==> config.mk <==
export PLATFORM = sky130hd
export DESIGN_NAME = mod_pipe_reg
export DESIGN_NICKNAME = d
export VERILOG_FILES = /design/src/rtl/mod_pipe_reg.sv
export SDC_FILE = /design/constraint.sdc
export NUM_CORES = 1
export LEC_CHECK = 0
export CAP_MARGIN = 20
export CORE_UTILIZATION = 45
export CTS_BUF_LIST = sky130_fd_sc_hd__clkbuf_4 sky130_fd_sc_hd__clkbuf_8
export CTS_CLUSTER_DIAMETER = 100
export DETAILED_ROUTE_END_ITERATION = 6
export PLACE_DENSITY_LB_ADDON = 0.3
export SLEW_MARGIN = 10
export SYNTH_ARGS = -nofsm -noshare
export SYNTH_HDL_FRONTEND = slang
export SYNTH_SLANG_ARGS = --single-unit
==> constraint.sdc <==
create_clock -name i_clk -period 1 [get_ports i_clk]
set_input_delay 0.15 -clock i_clk [delete_from_list [all_inputs] [get_ports i_clk]]
set_output_delay 0.15 -clock i_clk [all_outputs]
set_load 0.05 [all_outputs]
==> src/rtl/mod_pipe_reg.sv <==
`default_nettype none
`timescale 1ns/1ps
// ============================================================================
// Module   : mod_pipe_reg
// Purpose  : Elastic DEPTH-stage {Tag,Data} pipeline register with valid/ready
//            handshake, bubble collapsing, synchronous flush and inverted copy.
//            Optional occupancy counter port o_occ when PIPE_OCC_EN is defined.
// Revision : 1.0 - initial release
// ============================================================================
module mod_pipe_reg #(
  parameter int TAG_W  = 4,
  parameter int DATA_W = 8,
  parameter int DEPTH  = 3
) (
  input  logic                            i_clk,
  input  logic                            i_rst_n,
  input  logic                            i_flush,
  input  logic                            i_valid,
  output logic                            o_ready,
  input  logic [TAG_W+DATA_W-1:0]         i_D,
  output logic                            o_valid,
  input  logic                            i_ready,
  output logic [TAG_W+DATA_W-1:0]         o_Q,
`ifdef PIPE_OCC_EN
  output logic [$clog2(DEPTH+1)-1:0]      o_occ,
`endif
  output logic [TAG_W+DATA_W-1:0]         o_nQ
);

  localparam int c_W = TAG_W + DATA_W;

  logic [DEPTH-1:0] w_v;
  logic [c_W-1:0]   w_d [DEPTH];
  logic [DEPTH-1:0] w_rdy;
  logic             w_carry;

  // A stage can load when it is empty or its content moves on this edge.
  always_comb begin
    w_carry = i_ready;
    w_rdy   = '0;
    for (int k = DEPTH - 1; k >= 0; k--) begin
      w_carry  = ~w_v[k] | w_carry;
      w_rdy[k] = w_carry;
    end
  end

  assign o_ready = w_rdy[0] & ~i_flush;

  for (genvar k = 0; k < DEPTH; k++) begin : g_stage
    logic           r_v;
    logic [c_W-1:0] r_d;
    logic           w_src_v;
    logic [c_W-1:0] w_src_d;

    if (k == 0) begin : g_head
      // Empty slots always carry zero data so o_Q reads 0 while invalid.
      assign w_src_v = i_valid;
      assign w_src_d = i_valid ? i_D : '0;
    end else begin : g_body
      assign w_src_v = w_v[k-1];
      assign w_src_d = w_d[k-1];
    end

    always_ff @(posedge i_clk or negedge i_rst_n) begin
      if (!i_rst_n) begin
        r_v <= 1'b0;
        r_d <= '0;
      end else if (i_flush) begin
        r_v <= 1'b0;
        r_d <= '0;
      end else if (w_rdy[k]) begin
        r_v <= w_src_v;
        r_d <= w_src_d;
      end
    end

    assign w_v[k] = r_v;
    assign w_d[k] = r_d;
  end

  assign o_valid = w_v[DEPTH-1];
  assign o_Q     = w_d[DEPTH-1];
  assign o_nQ    = ~w_d[DEPTH-1];

`ifdef PIPE_OCC_EN
  localparam int c_OCC_W = $clog2(DEPTH + 1);

  logic               w_in;
  logic               w_out;
  logic [c_OCC_W-1:0] r_occ;

  assign w_in  = i_valid & o_ready;
  assign w_out = w_v[DEPTH-1] & i_ready;

  always_ff @(posedge i_clk or negedge i_rst_n) begin
    if (!i_rst_n) begin
      r_occ <= '0;
    end else if (i_flush) begin
      r_occ <= '0;
    end else if (w_in && !w_out) begin
      r_occ <= r_occ + c_OCC_W'(1);
    end else if (!w_in && w_out) begin
      r_occ <= r_occ - c_OCC_W'(1);
    end
  end

  assign o_occ = r_occ;
`endif

endmodule
`default_nettype wire

==> results.py <==
metrics = {
    "worst_setup_path": {
        "cp.arrival_ps": 1260,
        "path_class": "reg -> out",
        "r2r-end": "g_stage[0].r_d[10]$_DFFE_PN0P_",
        "r2r-start": "o_valid$_DFFE_PN0P_",
        "reg2reg_slack_ps": -380,
        "cp-start-kind": "flop",
        "cp-end-kind": "output port",
        "critPathMaxFanout": 2,
        "cp.required_ps": 850,
        "r2r_cells": 6,
    },
    "routing": {
        "drt-initial-drc-count": 111,
        "antenna_left": 0,
        "wl_microns": 6930,
        "firstDrtPassIters": 5,
        "drc": 0,
        "vias": 1772,
        "viasPerCell": 5.99,
        "wl_per_cell_microns": 23.4,
    },
    "cts": {
        "clockBufferDepth": 2,
        "cts_root_buf": "clkbuf_8",
        "clk_latency_ps": 310,
        "cts_sinks": 39,
        "htree_levels": 2,
        "clkTransAtPathRegs_ps": 70,
        "numCtsBuffers": 5,
        "tritoncts": "built",
    },
    "logic_synthesis": {
        "synthSimpleGateAreaFrac_pct": 21.5,
        "yosys_warnings": 0,
        "synth.distinct_cells": 17,
        "synth.area.top_cells": "dfrtp_1, a21oi_1, nand2_1",
        "syn-cell-area_sq_um": 1660,
        "syn_nets": 201,
        "synth_top_area_share_pct": 58.9,
        "synth_top_family_by_area": "simple AND/OR/NAND/NOR gates",
        "syn_avg_cell_area_sq_um": 9.00,
        "synth_compound_area_share_pct": 11.5,
        "synth_fa_ha_area_share_pct": 0,
        "synth_xor_xnor_area_share_pct": 0,
        "synth_seq_cells": 39,
        "yosys.area.top_type": "dfrtp_1",
        "syn_inst": 184,
        "synth-seq-area-share_pct": 58.9,
        "synth.area.mux_share_pct": 0,
    },
    "power_and_ir_drop": {
        "power_frac_seq_pct": 50.5,
        "vdd_drop_max_mv": 1.40,
        "pwr_density_cell_nw_per_um2": 1060,
        "switching_share_pct": 27.6,
        "combPwrFrac_pct": 15.6,
        "power.net_switching_w": 0.000919,
        "p_leak_nw": 1.28,
        "power.total_w": 0.00332,
        "internal_power_w": 0.00240,
        "p_clk_share_pct": 33.9,
    },
    "hold_path": {
        "hold_class": "in -> async",
    },
    "floorplan": {
        "dieArea_sq_um": 3930,
        "io_pins": 43,
        "core_area_sq_um": 3440,
        "die_height_microns": 62.7,
        "initial_utilization_pct": 48.1,
        "rows": 21,
        "die_x_microns": 62.7,
    },
    "sta": {
        "setup_ws_ps": -411,
        "maxSlewViolCount": 0,
        "finalClockSkew_ps": 13.3,
        "worst_pin_slew_ps": 400,
        "rsz0062_at_grt": "true",
        "timing.fmax_ghz": 0.709,
        "setup_viol": 64,
        "hold_violations": 0,
        "fin_crit_sh_pct": 141,
        "min_period_ps": 1410,
        "relSlewSlack_pct": 73.3,
    },
    "global_route": {
        "track_usage_pct": 28.5,
        "grt_max_degree": 40,
        "overflow": 0,
        "antenna_found_initial": 0,
        "grt_pass1_wl_microns": 8420,
        "grt_pass1_vias": 1774,
    },
    "status": {
        "failed_checks": "negative setup slack",
        "run_status": "finished, violations left",
    },
    "final_layout": {
        "syn2layout_area_growth_pct": 89.2,
        "fin_nets": 266,
        "final_util_pct": 91.1,
        "antenna_cells": 0,
        "drive_gt1_share_pct": 62.8,
    },
    "place": {
        "gp_congestion": 0.812,
        "hpwlAfterDp_microns": 2900,
        "port-buffer-count": 42,
    },
    "flow_run": {
        "maxCapViolations": 0,
    },
}
==> how the worst max path moves through the flow <==
stage                                    end           startpoint
3_5_place_dp   g_stage[1].r_d[2]$_DFFE_PN0P_              i_ready
3_3_place_gp   g_stage[0].r_d[3]$_DFFE_PN0P_              i_ready
4_1_cts                              o_ready  o_valid$_DFFE_PN0P_
2_1_floorplan                        o_ready  o_valid$_DFFE_PN0P_
5_1_grt                              o_ready  o_valid$_DFFE_PN0P_
6_report                             o_ready  o_valid$_DFFE_PN0P_
==> layout make-up <==
cell class	instances	area, sq um
Timing Repair Buffer	70	1040
Sequential cell	39	992
Multi-Input combinational cell	120	861
Fill cell	119	308
Inverter	13	93.8
Clock buffer	7	83.8
Tap cell	46	57.6
Clock inverter	1	5.00
==> logic make-up (layout without fill, tap and decap cells) <==
group                  count (synthesis)  after routing
and+or+nand+nor                       81             82
DFF                                   39             39
AOI/OAI and AO/OA                     38             38
buffers and inverters                 26             91
==> worst max-delay path, stage by stage (launching register included) <==
cell     delay [ps]
dfrtp_2         410
and3b_2         240
a21oi_4         160
buf_12          150
==> synthesized netlist by cell type, drive strengths merged <==
library cell  instances
nand2                48
dfrtp                39
a21oi                38
nand3                24
inv                  13
buf                   9
clkbuf                4
nor2                  4
and2b                 1
and3b                 1
nand3b                1
nand4b                1
or2b                  1
==> layout by cell type (no fill, tap or decap), types with 2 or more instances in the layout <==
cell,instances
clkbuf_4,2
buf_16,2
nor2_4,2
clkbuf_8,5
a21oi_1,15
buf_4,11
nand2_1,24
dfrtp_2,13
buf_12,31
dfrtp_1,26
clkdlybuf4s50_1,14
nand2_4,9
buf_6,7
a21oi_2,22
nand2_2,15
nand3_2,17
nor2_1,2
clkinvlp_4,12
nand3_1,7
==> sequential cells by signal, summed over array words and instances (netlist names) <==
name and count:
o_Q 12, o_valid 1, g_stage.r_v 2, g_stage.r_d 24
==> power by group through the flow <==
| stage | clock, W | combinational [W] | sequential (W) |
|---|---|---|---|
| finish | 0.00113 | 0.000518 | 0.00168 |
| global route | 0.00121 | 0.000543 | 0.00168 |
| CTS | 0.00108 | 0.000453 | 0.00166 |
| detailed placement | 0 | 0.000419 | 0.00169 |
| global placement | 0 | 0.000409 | 0.00169 |
| floorplan | 0 | 0.000147 | 0.00172 |
==> routing by layer <==
layer / up-vias / global-route usage [%] / routed length (microns)
li1: 728 / - / -
met1: 860 / 29.6 / 2470
met2: 136 / 49.9 / 3470
met3: 48 / 8.03 / 538
met4: 0 / 19.2 / 456
met5: - / 0 / 0
==> metrics by stage <==
step	worst slack [ps]	cell area (sq um)	setup TNS (ps)	hold WS (ps)	cells
after floorplan	-455	1800	-7950	-146	184
after global placement	-414	2600	-15330	74.7	274
after detailed placement	-497	2600	-17740	84.6	274
after CTS	-419	2880	-9890	309	292
after global routing	-441	3130	-16160	358	296
final	-411	3130	-14380	330	296
==> timing repair <==
action	CTS	global route
endpoints found under the hold margin	15	0
hold buffers	1	0
buffers inserted	7	4
endpoints found under the setup margin	64	65
gates resized for setup	25	60
pin swaps	4	13
cloned	3	1
Note: power is estimated with default switching activity, not from simulation.
